===== src/rtl/sd_pkg.sv =====
// Shared SD host constants: CRC widths/polynomials and the CRC engine state type.
`timescale 1ns/1ps
package sd_pkg;

  localparam int CRC7_W  = 7;
  localparam int CRC16_W = 16;

  localparam logic [CRC7_W-1:0]  CRC7_POLY  = 7'h09;
  localparam logic [CRC16_W-1:0] CRC16_POLY = 16'h1021;

  typedef enum logic {
    ACC,
    SHIFT
  } sd_crc_state_e;

endpackage


===== src/rtl/sd_crc_lane.sv =====
// One serial CRC LFSR lane: absorbs a data bit on update_i, shifts toward zero on shift_i.
`timescale 1ns/1ps
module sd_crc_lane import sd_pkg::*; #(
  parameter int                   CRC_WIDTH = CRC7_W,
  parameter logic [CRC_WIDTH-1:0] POLY      = CRC7_POLY
) (
  input  logic                 clk_i,
  input  logic                 rst_ni,
  input  logic                 clear_i,
  input  logic                 update_i,
  input  logic                 shift_i,
  input  logic                 bit_i,
  output logic [CRC_WIDTH-1:0] crc_o
);

  logic [CRC_WIDTH-1:0] crc_q;
  logic                 inv;

  assign inv   = bit_i ^ crc_q[CRC_WIDTH-1];
  assign crc_o = crc_q;

  // NOTE: sequential state uses non-blocking assignments so every lane and the
  // shared FSM all see the pre-edge values within one clock.
  always_ff @(posedge clk_i or negedge rst_ni) begin
    if (!rst_ni) begin
      crc_q <= '0;
    end else if (clear_i) begin
      crc_q <= '0;
    end else if (update_i) begin
      crc_q <= {crc_q[CRC_WIDTH-2:0], 1'b0} ^ (inv ? POLY : '0);
    end else if (shift_i) begin
      // Emission drains the register, leaving it zero for the next frame.
      crc_q <= {crc_q[CRC_WIDTH-2:0], 1'b0};
    end
  end

endmodule


===== src/rtl/sd_crc_lanes.sv =====
// Multi-lane SD CRC engine with serial shift-out; SD_CRC_CHECK_EN enables the
// per-lane zero-remainder check on crc_ok_o.
`timescale 1ns/1ps
module sd_crc_lanes import sd_pkg::*; #(
  parameter int                   NUM_LANES = 1,
  parameter int                   CRC_WIDTH = CRC7_W,
  parameter logic [CRC_WIDTH-1:0] POLY      = CRC7_POLY
) (
  input  logic                           clk_i,
  input  logic                           rst_ni,
  input  logic                           clear_i,
  input  logic                           en_i,
  input  logic [NUM_LANES-1:0]           bit_i,
  input  logic                           shift_out_i,
  output logic [NUM_LANES*CRC_WIDTH-1:0] crc_o,
  output logic [NUM_LANES-1:0]           crc_bit_o,
  output logic                           crc_bit_valid_o,
  output logic                           shift_done_o,
  output logic [NUM_LANES-1:0]           crc_ok_o
);

  localparam int              CNT_W    = (CRC_WIDTH > 1) ? $clog2(CRC_WIDTH) : 1;
  localparam logic [CNT_W-1:0] CNT_LOAD = CNT_W'(CRC_WIDTH - 1);

  sd_crc_state_e    state_q;
  logic [CNT_W-1:0] cnt_q;
  logic             update;
  logic             shifting;

  // shift_out_i wins over en_i: the bit in the accept cycle is dropped.
  assign update   = (state_q == ACC) && en_i && !shift_out_i;
  assign shifting = (state_q == SHIFT);

  // NOTE: only control state is reset; there are no memories here, so every
  // flop gets a defined reset value through the async branch.
  always_ff @(posedge clk_i or negedge rst_ni) begin
    if (!rst_ni) begin
      state_q <= ACC;
      cnt_q   <= '0;
    end else if (clear_i) begin
      state_q <= ACC;
      cnt_q   <= '0;
    end else begin
      case (state_q)
        ACC: begin
          if (shift_out_i) begin
            state_q <= SHIFT;
            cnt_q   <= CNT_LOAD;
          end
        end
        SHIFT: begin
          if (cnt_q == '0) begin
            state_q <= ACC;
          end else begin
            cnt_q <= cnt_q - 1'b1;
          end
        end
        default: begin
          state_q <= ACC;
          cnt_q   <= '0;
        end
      endcase
    end
  end

  assign crc_bit_valid_o = shifting;
  assign shift_done_o    = shifting && (cnt_q == '0);

  for (genvar k = 0; k < NUM_LANES; k++) begin : g_lane
    logic [CRC_WIDTH-1:0] lane_crc;

    sd_crc_lane #(
      .CRC_WIDTH (CRC_WIDTH),
      .POLY      (POLY)
    ) u_lane (
      .clk_i    (clk_i),
      .rst_ni   (rst_ni),
      .clear_i  (clear_i),
      .update_i (update),
      .shift_i  (shifting),
      .bit_i    (bit_i[k]),
      .crc_o    (lane_crc)
    );

    assign crc_o[k*CRC_WIDTH +: CRC_WIDTH] = lane_crc;
    // Gated so the serial line idles low outside emission.
    assign crc_bit_o[k] = shifting & lane_crc[CRC_WIDTH-1];

`ifdef SD_CRC_CHECK_EN
    assign crc_ok_o[k] = (lane_crc == '0);
`else
    assign crc_ok_o[k] = 1'b0;
`endif
  end

endmodule


===== config.mk =====
export PLATFORM = sky130hd
export DESIGN_NAME = sd_crc_lanes
export DESIGN_NICKNAME = d
export VERILOG_FILES = /design/src/rtl/sd_pkg.sv /design/src/rtl/sd_crc_lane.sv /design/src/rtl/sd_crc_lanes.sv
export SDC_FILE = /design/constraint.sdc
export NUM_CORES = 1
export LEC_CHECK = 0
export ABC_AREA = 1
export BUFFER_PORTS_ARGS = -buffer_cell sky130_fd_sc_hd__buf_2
export CAP_MARGIN = 15
export CORE_AREA = 2 2 48 50
export DETAILED_ROUTE_END_ITERATION = 8
export DIE_AREA = 0 0 50 52
export SKIP_LAST_GASP = 1
export SLEW_MARGIN = 25
export SYNTH_ARGS = -nofsm -noshare
export SYNTH_HDL_FRONTEND = slang
export SYNTH_SLANG_ARGS = --single-unit

===== constraint.sdc =====
create_clock -name clk_i -period 1 [get_ports clk_i]
set_input_delay 0.15 -clock clk_i [delete_from_list [all_inputs] [get_ports clk_i]]
set_output_delay 0.15 -clock clk_i [all_outputs]
set_load 0.01 [all_outputs]

==> impl_results.md <==
- Drt pass-1 iters: 4
- CTS Buf Count: 3
- Number of enable flip-flop cells after synthesis: 0
- Post-Syn Area: just under 600 um^2
- Final Hold Viols: 0
- Post-synthesis async set-or-reset flop share: between 90% and 100%
- Top FF cell, synth: dfrtp_1
- Most frequent cell after synthesis: nand2_1
- # IOs: 17
- # diodes: 0
- Clk_skew: 0.00248 ns
- Min Tclk post-route: 1.31 ns
- CTS tree: yes
- Highest Clock Rate: between 700 and 800 MHz
- Hold path cells: 2
- Seq/Total Area, Yosys: 47.2%
- CP max FO: 2
- Outcome: finished, violations left
- Total die area: about 2600 um^2
- Vias per cell: ~4.2
- Hold endpoint: g_lane[0].u_lane.crc_o[0]
- Hold Crit Class: primary input to register
- Number of routed nets with antenna violations: 0
- Synth area leaders: dfrtp_1, nand2_1, inv_1, ha_1, nand3_1
- Core Region: 2110 um^2
- Fin util: 42.5%
- Flop-to-flop setup slack: -0.14 ns
- Worst Path Required: 0.85 ns
- Antenna violations before repair: 0
- Int Power: a little under 0.8 mW
- RSZ-0062 raised after global routing: yes
- Clock Sinks: 11
- Routed WL per cell: 9.53 um
- Dpl hpwl: ~900 um
- NetSw: 0.353 mW
- Worst R2R End: cnt_q[2]
- Number of global-route vias before repair: approximately 500
- Worst skew pair latency: around 0.26 ns
- Share of cells above drive strength 1: between 50% and 60%
- Synth unique cells: 17
- Synth Area per Inst: 7.88 um^2
- Final setup violation count: 14
- Design Area, Final: roughly 890 um^2
- Residual DRC count: 0
- Leakage: roughly 0.48 nW
- Met3 WL post-DR: ~66 um
- Setup WS post-layout: -0.307 ns
- I/O Buffers: 15
- Total Routing Usage GR: a little over a tenth
- Post-synth top cells: nand2_1, dfrtp_1, inv_1, nand3_1
- Synth Instances: 74
- Global-route wire length before repair: roughly 2100 um
- Die Height: approximately 52 um
- Cell taking the most area after synthesis: dfrtp_1
- Synthesis-stage register bit count: 11
- Clock-pin transition on the worst setup and hold timing paths: 0.07 ns
- Final #Nets: 113
- Clock share of power: around a quarter
- Worst vdd ir: about 0.00047 V
- Total grt overflow: 0
- Pwr dens: between 1000 and 1500 nW/um^2
- Met2 WL: approximately 620 um
- H-tree depth: 1
- Cell Area, Placed: ~700 um^2
- Number of violations reported at the end of detailed-routing iteration 0: 5
- Rows: 17
- Mapped Nets: 82
- Initial core utilization: 27.7%
- Gpl congestion: ~0.86
- Via Count: around 560
- Arrival time of the worst setup path: 1.16 ns
- Flop pwr share: 43.3%
- Tcrit/Tclk final: 131%
- Sw frac: 30.9%
- Comb power frac: a little under a third
- Max clock buf depth: 2
- Pin count of the biggest net entering global routing: 12
- Failing checks: negative setup slack
- Startpoint types: register
- CP Capture Type: output pin
- Layout area overhead: 53.4%
- Kind of critical path: register to output pin
- Number of max-cap violations: 0
- Filler Cells Inserted: between 200 and 250
- Reg2Reg Launch Point: cnt_q[1]
- Routed wire length: ~1300 um
- Worst R2R Path Depth: 7
- Clk root buf: clkbuf_4
- Max Slew Vio Count: 0
- Share of the synthesized area in the top cell type: 47.2%
- DR top layer: met4
- Die width: 50 um
- Metal-1 WL: between 500 and 600 um
- Yosys Warn Count: 0
- Hold wc startpoint: clear_i
==> worst max-delay path by stage <==
| stage | start | endpoint | slack [ns] | depth (start not counted) |
|---|---|---|---|---|
| after floorplan | cnt_q[0] | cnt_q[2] | -0.08 | 7 |
| after global placement | cnt_q[1] | cnt_q[0] | -0.12 | 7 |
| after detailed placement | cnt_q[1] | cnt_q[0] | -0.17 | 7 |
| after CTS | cnt_q[0] | shift_done_o | -0.31 | 5 |
| after global routing | cnt_q[1] | shift_done_o | -0.36 | 5 |
| final | cnt_q[1] | shift_done_o | -0.31 | 5 |
==> per-layer routing <==
layer / track usage (%) / vias up
met4: 8.33 / 0
met3: 2.30 / 2
met5: 0 / -
li1: - / 283
met1: 12.8 / 252
met2: 16.7 / 18
==> layout by cell type, fill, tap and decap left out, types with 2 or more instances in the layout <==
| cell type | n |
|---|---|
| clkbuf_4 | 3 |
| a21oi_2 | 2 |
| nand2_1 | 24 |
| nand3_1 | 5 |
| ha_4 | 2 |
| buf_2 | 14 |
| nor2_1 | 2 |
| nor2_4 | 3 |
| buf_6 | 4 |
| buf_4 | 8 |
| o21ai_1 | 2 |
| nand2_2 | 6 |
| inv_2 | 4 |
| inv_1 | 6 |
| dfrtp_1 | 10 |
==> logic make-up after synthesis <==
family	synth area share, %
AND/OR/NAND/NOR	30.9
AO/OA/AOI/OAI	8.58
adder cells (fa/ha/maj)	4.29
buffers and inverters	8.37
other	0.643
flip-flops	47.2
==> final cells by class <==
type	count	area [um^2]	area share (%)
Inverter	11	43.8	4.90
Tap cell	28	35.0	3.92
Clock buffer	4	26.3	2.94
Timing Repair Buffer	27	185	20.7
Sequential cell	11	277	30.9
Multi-Input combinational cell	51	328	36.6
==> stage by stage <==
stage               power (mW)  setup TNS, ns  hold WS [ns]  worst slack [ns]  std cells
global placement         0.717         -0.470        0.0386            -0.122        119
finish                    1.14          -1.74         0.139            -0.307        132
CTS                       1.10          -1.55         0.113            -0.307        128
detailed placement       0.722         -0.756        0.0398            -0.170        119
floorplan                0.641         -0.244        -0.146           -0.0801         74
global route              1.22          -2.67         0.123            -0.356        132
==> repair_timing <==
action	4_1_cts	5_1_grt
pin swaps	2	7
hold buffers	1	0
resized for setup	9	13
hold endpoints to repair	11	0
endpoints found under the setup margin	10	16
buffers inserted	4	4
==> registers in the layout, summed over array words and instances, names as in the netlist <==
signal               cells
g_lane.u_lane.crc_o      7
crc_bit_valid_o          1
cnt_q                    3
==> worst max-delay path, stage by stage (launching register included) <==
cell	delay, ns
dfrtp_1	0.39
inv_2	0.09
ha_4	0.15
nand2_4	0.05
nor2_1	0.08
buf_2	0.13
==> power by group through the flow <==
stage | clock [mW] | combinational, mW | sequential, mW
detailed placement | 0 | 0.223 | 0.498
floorplan | 0 | 0.141 | 0.500
global placement | 0 | 0.219 | 0.498
finish | 0.301 | 0.347 | 0.494
CTS | 0.315 | 0.289 | 0.491
global route | 0.339 | 0.383 | 0.497
(Power assumes the default switching activity.)
